`src/rtl/gate_sweep_ctrl.sv`:
```
// Sweeps a 2-input gate network through {x,y} = 00..11 and captures its truth table.
// Define SWEEP_CHECK_EN to compile in the expected-table self-check that drives err.
module gate_sweep_ctrl #(
    parameter int unsigned SETTLE = 1
) (
    input  logic       clk,
    input  logic       reset,
    input  logic       start,
    input  logic [2:0] op,
    input  logic       s_i,
    output logic       x_o,
    output logic       y_o,
    output logic [2:0] op_o,
    output logic       busy,
    output logic       done,
    output logic [3:0] table_o,
    output logic       err
);

    typedef enum logic [1:0] {StIdle, StApply, StSample, StDone} state_e;

    state_e     state;
    logic [1:0] idx;
    logic [1:0] nextIdx;
    logic [3:0] settleCnt;
    logic [3:0] capTable;
    logic       accept;

    assign accept  = (state == StIdle) && start && (op <= 3'd5);
    assign nextIdx = idx + 2'd1;

    // Table as it will look once the current sample is written in.
    always_comb begin
        capTable      = table_o;
        capTable[idx] = s_i;
    end

    always_ff @(posedge clk) begin
        if (reset) begin
            state     <= StIdle;
            idx       <= 2'd0;
            settleCnt <= 4'd0;
            x_o       <= 1'b0;
            y_o       <= 1'b0;
            op_o      <= 3'd0;
            busy      <= 1'b0;
            done      <= 1'b0;
            table_o   <= 4'b0000;
        end else begin
            done <= 1'b0;
            case (state)
                StIdle: begin
                    if (accept) begin
                        state     <= StApply;
                        idx       <= 2'd0;
                        settleCnt <= 4'd0;
                        op_o      <= op;
                        table_o   <= 4'b0000;
                        busy      <= 1'b1;
                        x_o       <= 1'b0;
                        y_o       <= 1'b0;
                    end
                end
                StApply: begin
                    if (settleCnt == 4'(SETTLE - 1)) begin
                        settleCnt <= 4'd0;
                        state     <= StSample;
                    end else begin
                        settleCnt <= settleCnt + 4'd1;
                    end
                end
                StSample: begin
                    table_o <= capTable;
                    if (idx == 2'd3) begin
                        state <= StDone;
                        idx   <= 2'd0;
                        busy  <= 1'b0;
                        done  <= 1'b1;
                        x_o   <= 1'b0;
                        y_o   <= 1'b0;
                    end else begin
                        idx   <= nextIdx;
                        x_o   <= nextIdx[1];
                        y_o   <= nextIdx[0];
                        state <= StApply;
                    end
                end
                StDone: state <= StIdle;
                default: state <= StIdle;
            endcase
        end
    end

`ifdef SWEEP_CHECK_EN
    logic errQ;

    function automatic logic [3:0] expectedTable(input logic [2:0] sel);
        case (sel)
            3'd0:    return 4'b1000;
            3'd1:    return 4'b1110;
            3'd2:    return 4'b0110;
            3'd3:    return 4'b0011;
            3'd4:    return 4'b0111;
            3'd5:    return 4'b0001;
            default: return 4'b0000;
        endcase
    endfunction

    // Flag is computed on the final sample edge so it is valid alongside done.
    always_ff @(posedge clk) begin
        if (reset) begin
            errQ <= 1'b0;
        end else if (accept) begin
            errQ <= 1'b0;
        end else if (state == StSample && idx == 2'd3) begin
            errQ <= (capTable != expectedTable(op_o));
        end
    end

    assign err = errQ;
`else
    assign err = 1'b0;
`endif

endmodule

```
`config.mk`:
```
export PLATFORM = sky130hd
export DESIGN_NAME = gate_sweep_ctrl
export DESIGN_NICKNAME = d
export VERILOG_FILES = /design/src/rtl/gate_sweep_ctrl.sv
export SDC_FILE = /design/constraint.sdc
export NUM_CORES = 1
export LEC_CHECK = 0
export CAP_MARGIN = 15
export CORE_MARGIN = 4
export CORE_UTILIZATION = 51
export CTS_BUF_LIST = sky130_fd_sc_hd__clkbuf_8
export DETAILED_ROUTE_END_ITERATION = 8
export PLACE_DENSITY = 0.8
export SYNTH_ARGS = -nofsm -noshare
export SYNTH_HDL_FRONTEND = slang
export SYNTH_SLANG_ARGS = --single-unit
```
`constraint.sdc`:
```
create_clock -name clk -period 1.9 [get_ports clk]
set_input_delay 0.475 -clock clk [delete_from_list [all_inputs] [get_ports clk]]
set_output_delay 0.475 -clock clk [all_outputs]
set_load 0.005 [all_outputs]
```
**Yosys cells after proc, flatten, opt, wreduce, memory -nomap -nowiden**

Cells that the tools add are included.

- Bits in registers: 19
- Output and inout bits: 12

- Add/sub/neg operators: 2
- $lt $le $gt $ge: 3
- Equal/unequal tests: 7
- Mux-type cells: 23
- Bitwise gates (word level): 1
- Reductions and logical operators: 13

Operators by type and width:

| operator | count |
|---|---|
| 4-bit case mux with 2 select lines | 2 |
| 2-bit 2-to-1 mux | 5 |
| 4-bit 2-to-1 mux | 2 |
| 2-bit case mux with 4 select lines | 1 |
| 2-bit AND reduction | 4 |
| 1-bit 2-to-1 mux | 7 |
| 2-bit == test, second input constant | 3 |
| 2-bit inequality test, second input constant | 3 |
| 1-bit case mux with 2 select lines | 3 |
| 4-bit by 1-bit adder with 4-bit output, second input constant | 1 |
| 4-bit bitwise mux | 1 |
| 4-bit logical NOT | 1 |
| 2-bit case mux with 2 select lines | 1 |
| 2-bit nonzero test | 2 |
| 3-bit less-or-equal comparator, second input constant | 1 |
| 1-bit logical AND | 3 |
| 2-bit by 3-bit < comparator with 1-bit output, second input constant | 1 |
| 3-bit AND reduction | 1 |
| 2-bit by 1-bit adder with 2-bit output, second input constant | 1 |
| 1-bit demux with 2-bit select | 1 |
| 2-bit by 1-bit == test with 1-bit output, second input constant | 1 |
| 2-bit by 1-bit >= comparator with 1-bit output, second input constant | 1 |
| 2-bit logical NOT | 1 |
| 2-bit OR reduction | 1 |
| 1-bit NOT | 1 |

**Logic depth before layout (Yosys ltp)**

- Depth after elaboration: 6
- Depth in mapped cells: 5
- Depth with buffers taken out: 5

**Least setup slack after synthesis**

No wires, ideal clock.

- Kind: reg-to-reg
- Start: register settleCnt[0]
- End: register settleCnt[2]
- Data arrival time: 1.292 ns
- Path slack: 0.534 ns
- Stages on the path, launching flop included: 6
- Buffers on the path: 0
- Clock period less this slack: 1.366 ns
- Cells stage by stage: dfxtp_1 inv_1 ha_1 nor2b_1 or4_1 a31oi_1

- Longest elaborated chain between the ends: 3
- Elaborated cells on any way between the ends: 4
- Classes of those cells: 1 x add/sub; 2 x mux; 1 x reduce/logical

RTL lines:

| element | RTL line | RTL |
|---|---|---|
| start: declaration | 25 | `logic [3:0] settleCnt;` |
| start signal: assignment | 69 | `settleCnt <= settleCnt + 4'd1;` |
| 4-bit by 1-bit adder with 4-bit output or 4-bit logical NOT (tied branches) | 69, 65 |  |
| 4-bit 2-to-1 mux * | 65 | `if (settleCnt == 4'(SETTLE - 1)) begin` |
| 4-bit case mux with 2 select lines * | 51 | `case (state)` |

Mark *: on every way between the ends. The rest lies on a longest branch, timed or not.
A chain may end at the register's enable or synchronous reset.

==> impl_metrics.yaml <==
setup_path:
  crit_chain: "clkdlybuf4s50_1"
  required_ns: 1.42
  worstSetupPathDepth: 1
  worst-path-max-fanout: 7
  path_class: "reg2out"
  crit_path_max_incr_delay_ns: 0.54
  cp-start-kind: "flip-flop"
  cpMaxStageDelayCell: "clkdlybuf4s50_1"
  worst_setup_path_end_kind: "primary output"
  path_delay_family: "buffers and inverters"
  arrival_ns: 1.23
  crit_buf_inv: 1
  reg2reg_depth: 5
sta:
  rsz0062_at_grt: "no"
  post-route-period-util: 0.899
  tns_ns: 0
  slew_headroom: 0.660
  slew_violations: 0
  fmax_mhz: 585
  skew_ns: 0.00377
  setup_viol: 0
  timing.final.hold_violations: 0
  tightest_slew_ns: 0.510
  period_needed_ns: 1.71
global_route:
  grt_max_degree: 17
  grt_pass1_vias: 682
  grt_pass1_wl_um: 2900
  antenna_found_initial: 0
  grt.overflow.total: 0
  track_usage: 0.154
detailed_routing:
  vias_per_cell: 5.57
  via_count: 735
  drt_iter0_drc: 6
  antenna_left: 0
  wl_per_cell_um: 13.2
  drcViolationCount: 0
  wirelength_um: 1740
  drtPass1Iterations: 4
layout:
  seqCellArea_sq_um: 340
  syn2layout_area_growth_pct: 27.9
  mostFrequentLayoutCells: "dfxtp_1 (17), clkdlybuf4s50_1 (17), nand3b_1 (9)"
  multiInputGateArea_sq_um: 473
  layout-drive-gt1-share: 0.0776
  nFillCells: 119
  antennaDiodeCount: 0
  layout.cells.non_filler: 132
  final_area_sq_um: 1110
  nets: 130
clocking:
  cts_tree: "yes"
  cts_root_buffer: "clkbuf_8"
  clk_pin_slew_ns: 0.06
  cts_inserted_buffers: 3
  holdBufCountCts: 0
  cts_setup_buffers: 0
  cts_max_level: 1
  insertion_delay_ns: 0.25
  cts-resized-gates: 0
  clock_path_buffers: 2
  cts.sinks: 17
synthesis:
  seq_area_frac_synth: 0.394
  syn-mean-instance-area_sq_um: 9.01
  synth_largest_area_cell: "dfxtp_1"
  syn_inst: 96
  synth_cell_types: 31
  synthesis.nets: 109
  ys_seq_elements: 17
  syn_area_sq_um: 865
  netlist.area_leader.share: 0.394
  yosys_warnings: 0
  synth_area_leaders: "dfxtp_1 (39%), ha_1 (8.7%), nand3b_1 (7.8%)"
floorplanning:
  dieArea_sq_um: 2420
  start_util: 0.555
  core_region_area_sq_um: 1560
  rows: 14
  ios: 19
  die_w_um: 49.2
  die_height_um: 49.2
power:
  p_comb_frac: 0.128
  power_leakage_uw: 0.000406
  power.share.clock: 0.363
  ir_drop_v: 0.000424
  power_density_nw_per_um2: 671
  p_seq_frac: 0.509
  netSwitchingFraction: 0.238
  p_int_uw: 566
  p_switching_uw: 176
placement:
  gp_congestion: 0.709
  dp_hpwl_um: 1300
  placed_area_sq_um: 1060
  dp.cells: 128
  portBuffers: 17
worst_hold_path:
  min_delay_path_depth: 2
  hold_path_class: "reg2reg"
outcome:
  outcome: "finished clean"
job:
  cap_violations: 0
## logic make-up (layout without fill, tap and decap cells)
family / count (synthesis) / after routing / share of synthesized area
other: 1 / 1 / 0.00434
multiplexers: 3 / 3 / 0.0347
AND/OR/NAND/NOR: 37 / 37 / 0.272
adder cells (fa/ha/maj): 6 / 6 / 0.0868
AO/OA/AOI/OAI: 20 / 20 / 0.149
flip-flops: 17 / 17 / 0.394
buffers and inverters: 12 / 32 / 0.0593
## per-layer routing
layer	wire length [um]	vias to the layer above	part of all wire	global-route usage
met2	845	15	0.49	0.259
met4	27	0	0.015	0.0853
met5	0	-	0	0
met1	794	338	0.46	0.182
li1	-	378	-	-
met3	74	4	0.042	0.0275
## flip-flops by register name, indices dropped and copies added, names as in the netlist
signal	flops
idx	2
table_o	4
done	1
busy	1
op_o	3
state	2
settleCnt	4
## power groups by stage
stage	combinational, uW	sequential [uW]	clock, uW
4_1_cts	95.4	378	274
5_1_grt	104	379	295
2_1_floorplan	51.4	384	0
3_3_place_gp	93.2	385	0
3_5_place_dp	95.2	386	0
6_report	94.7	378	269
## synthesized netlist by cell type
cell type,count
a211oi_1,1
a21bo_1,1
a21o_1,1
a21oi_1,7
a22oi_1,1
a31oi_1,2
buf_2,2
buf_4,1
clkbuf_1,2
conb_1,1
dfxtp_1,17
ha_1,6
inv_1,7
mux2i_1,3
nand2_1,5
nand2b_1,8
nand3_1,2
nand3b_1,9
nand4b_1,1
nor2_1,2
nor2b_1,2
nor3_1,1
nor3_2,1
nor3b_1,1
nor4b_1,1
o211ai_1,1
o22ai_1,4
o311ai_0,1
o31ai_1,1
or3_1,1
or4_1,3
## final timing paths
check                             startpoint            to  slack, ns
worst max-delay path                  idx[0]           y_o       0.19
worst min-delay path                    busy          busy       0.45
worst max register to register  settleCnt[0]  settleCnt[2]       0.43
worst min register to register          busy          busy       0.45
## tightest hold or removal path, delay by kind of cell (launching register included)
kind / cells / cell delay (ns)
AO/OA/AOI/OAI: 1 / 0.05
AND/OR/NAND/NOR: 1 / 0.05
flip-flops: 1 / 0.31
## layout make-up
| class | count | area share |
|---|---|---|
| Clock buffer | 3 | 0.0373 |
| Tap cell | 16 | 0.0181 |
| Multi-Input combinational cell | 67 | 0.428 |
| Sequential cell | 17 | 0.308 |
| Timing Repair Buffer | 21 | 0.181 |
| Clock inverter | 1 | 0.00452 |
| Inverter | 7 | 0.0238 |
## stage by stage
stage	total power (uW)	util	hold slack (ns)	setup slack [ns]
5_1_grt	779	0.709	0.482	0.121
2_1_floorplan	435	-	0.453	0.534
6_report	742	0.709	0.453	0.192
4_1_cts	747	0.709	0.456	0.184
3_5_place_dp	481	0.680	0.447	0.0808
3_3_place_gp	478	0.680	0.443	0.160
Note: power is estimated with default switching activity, not from simulation.
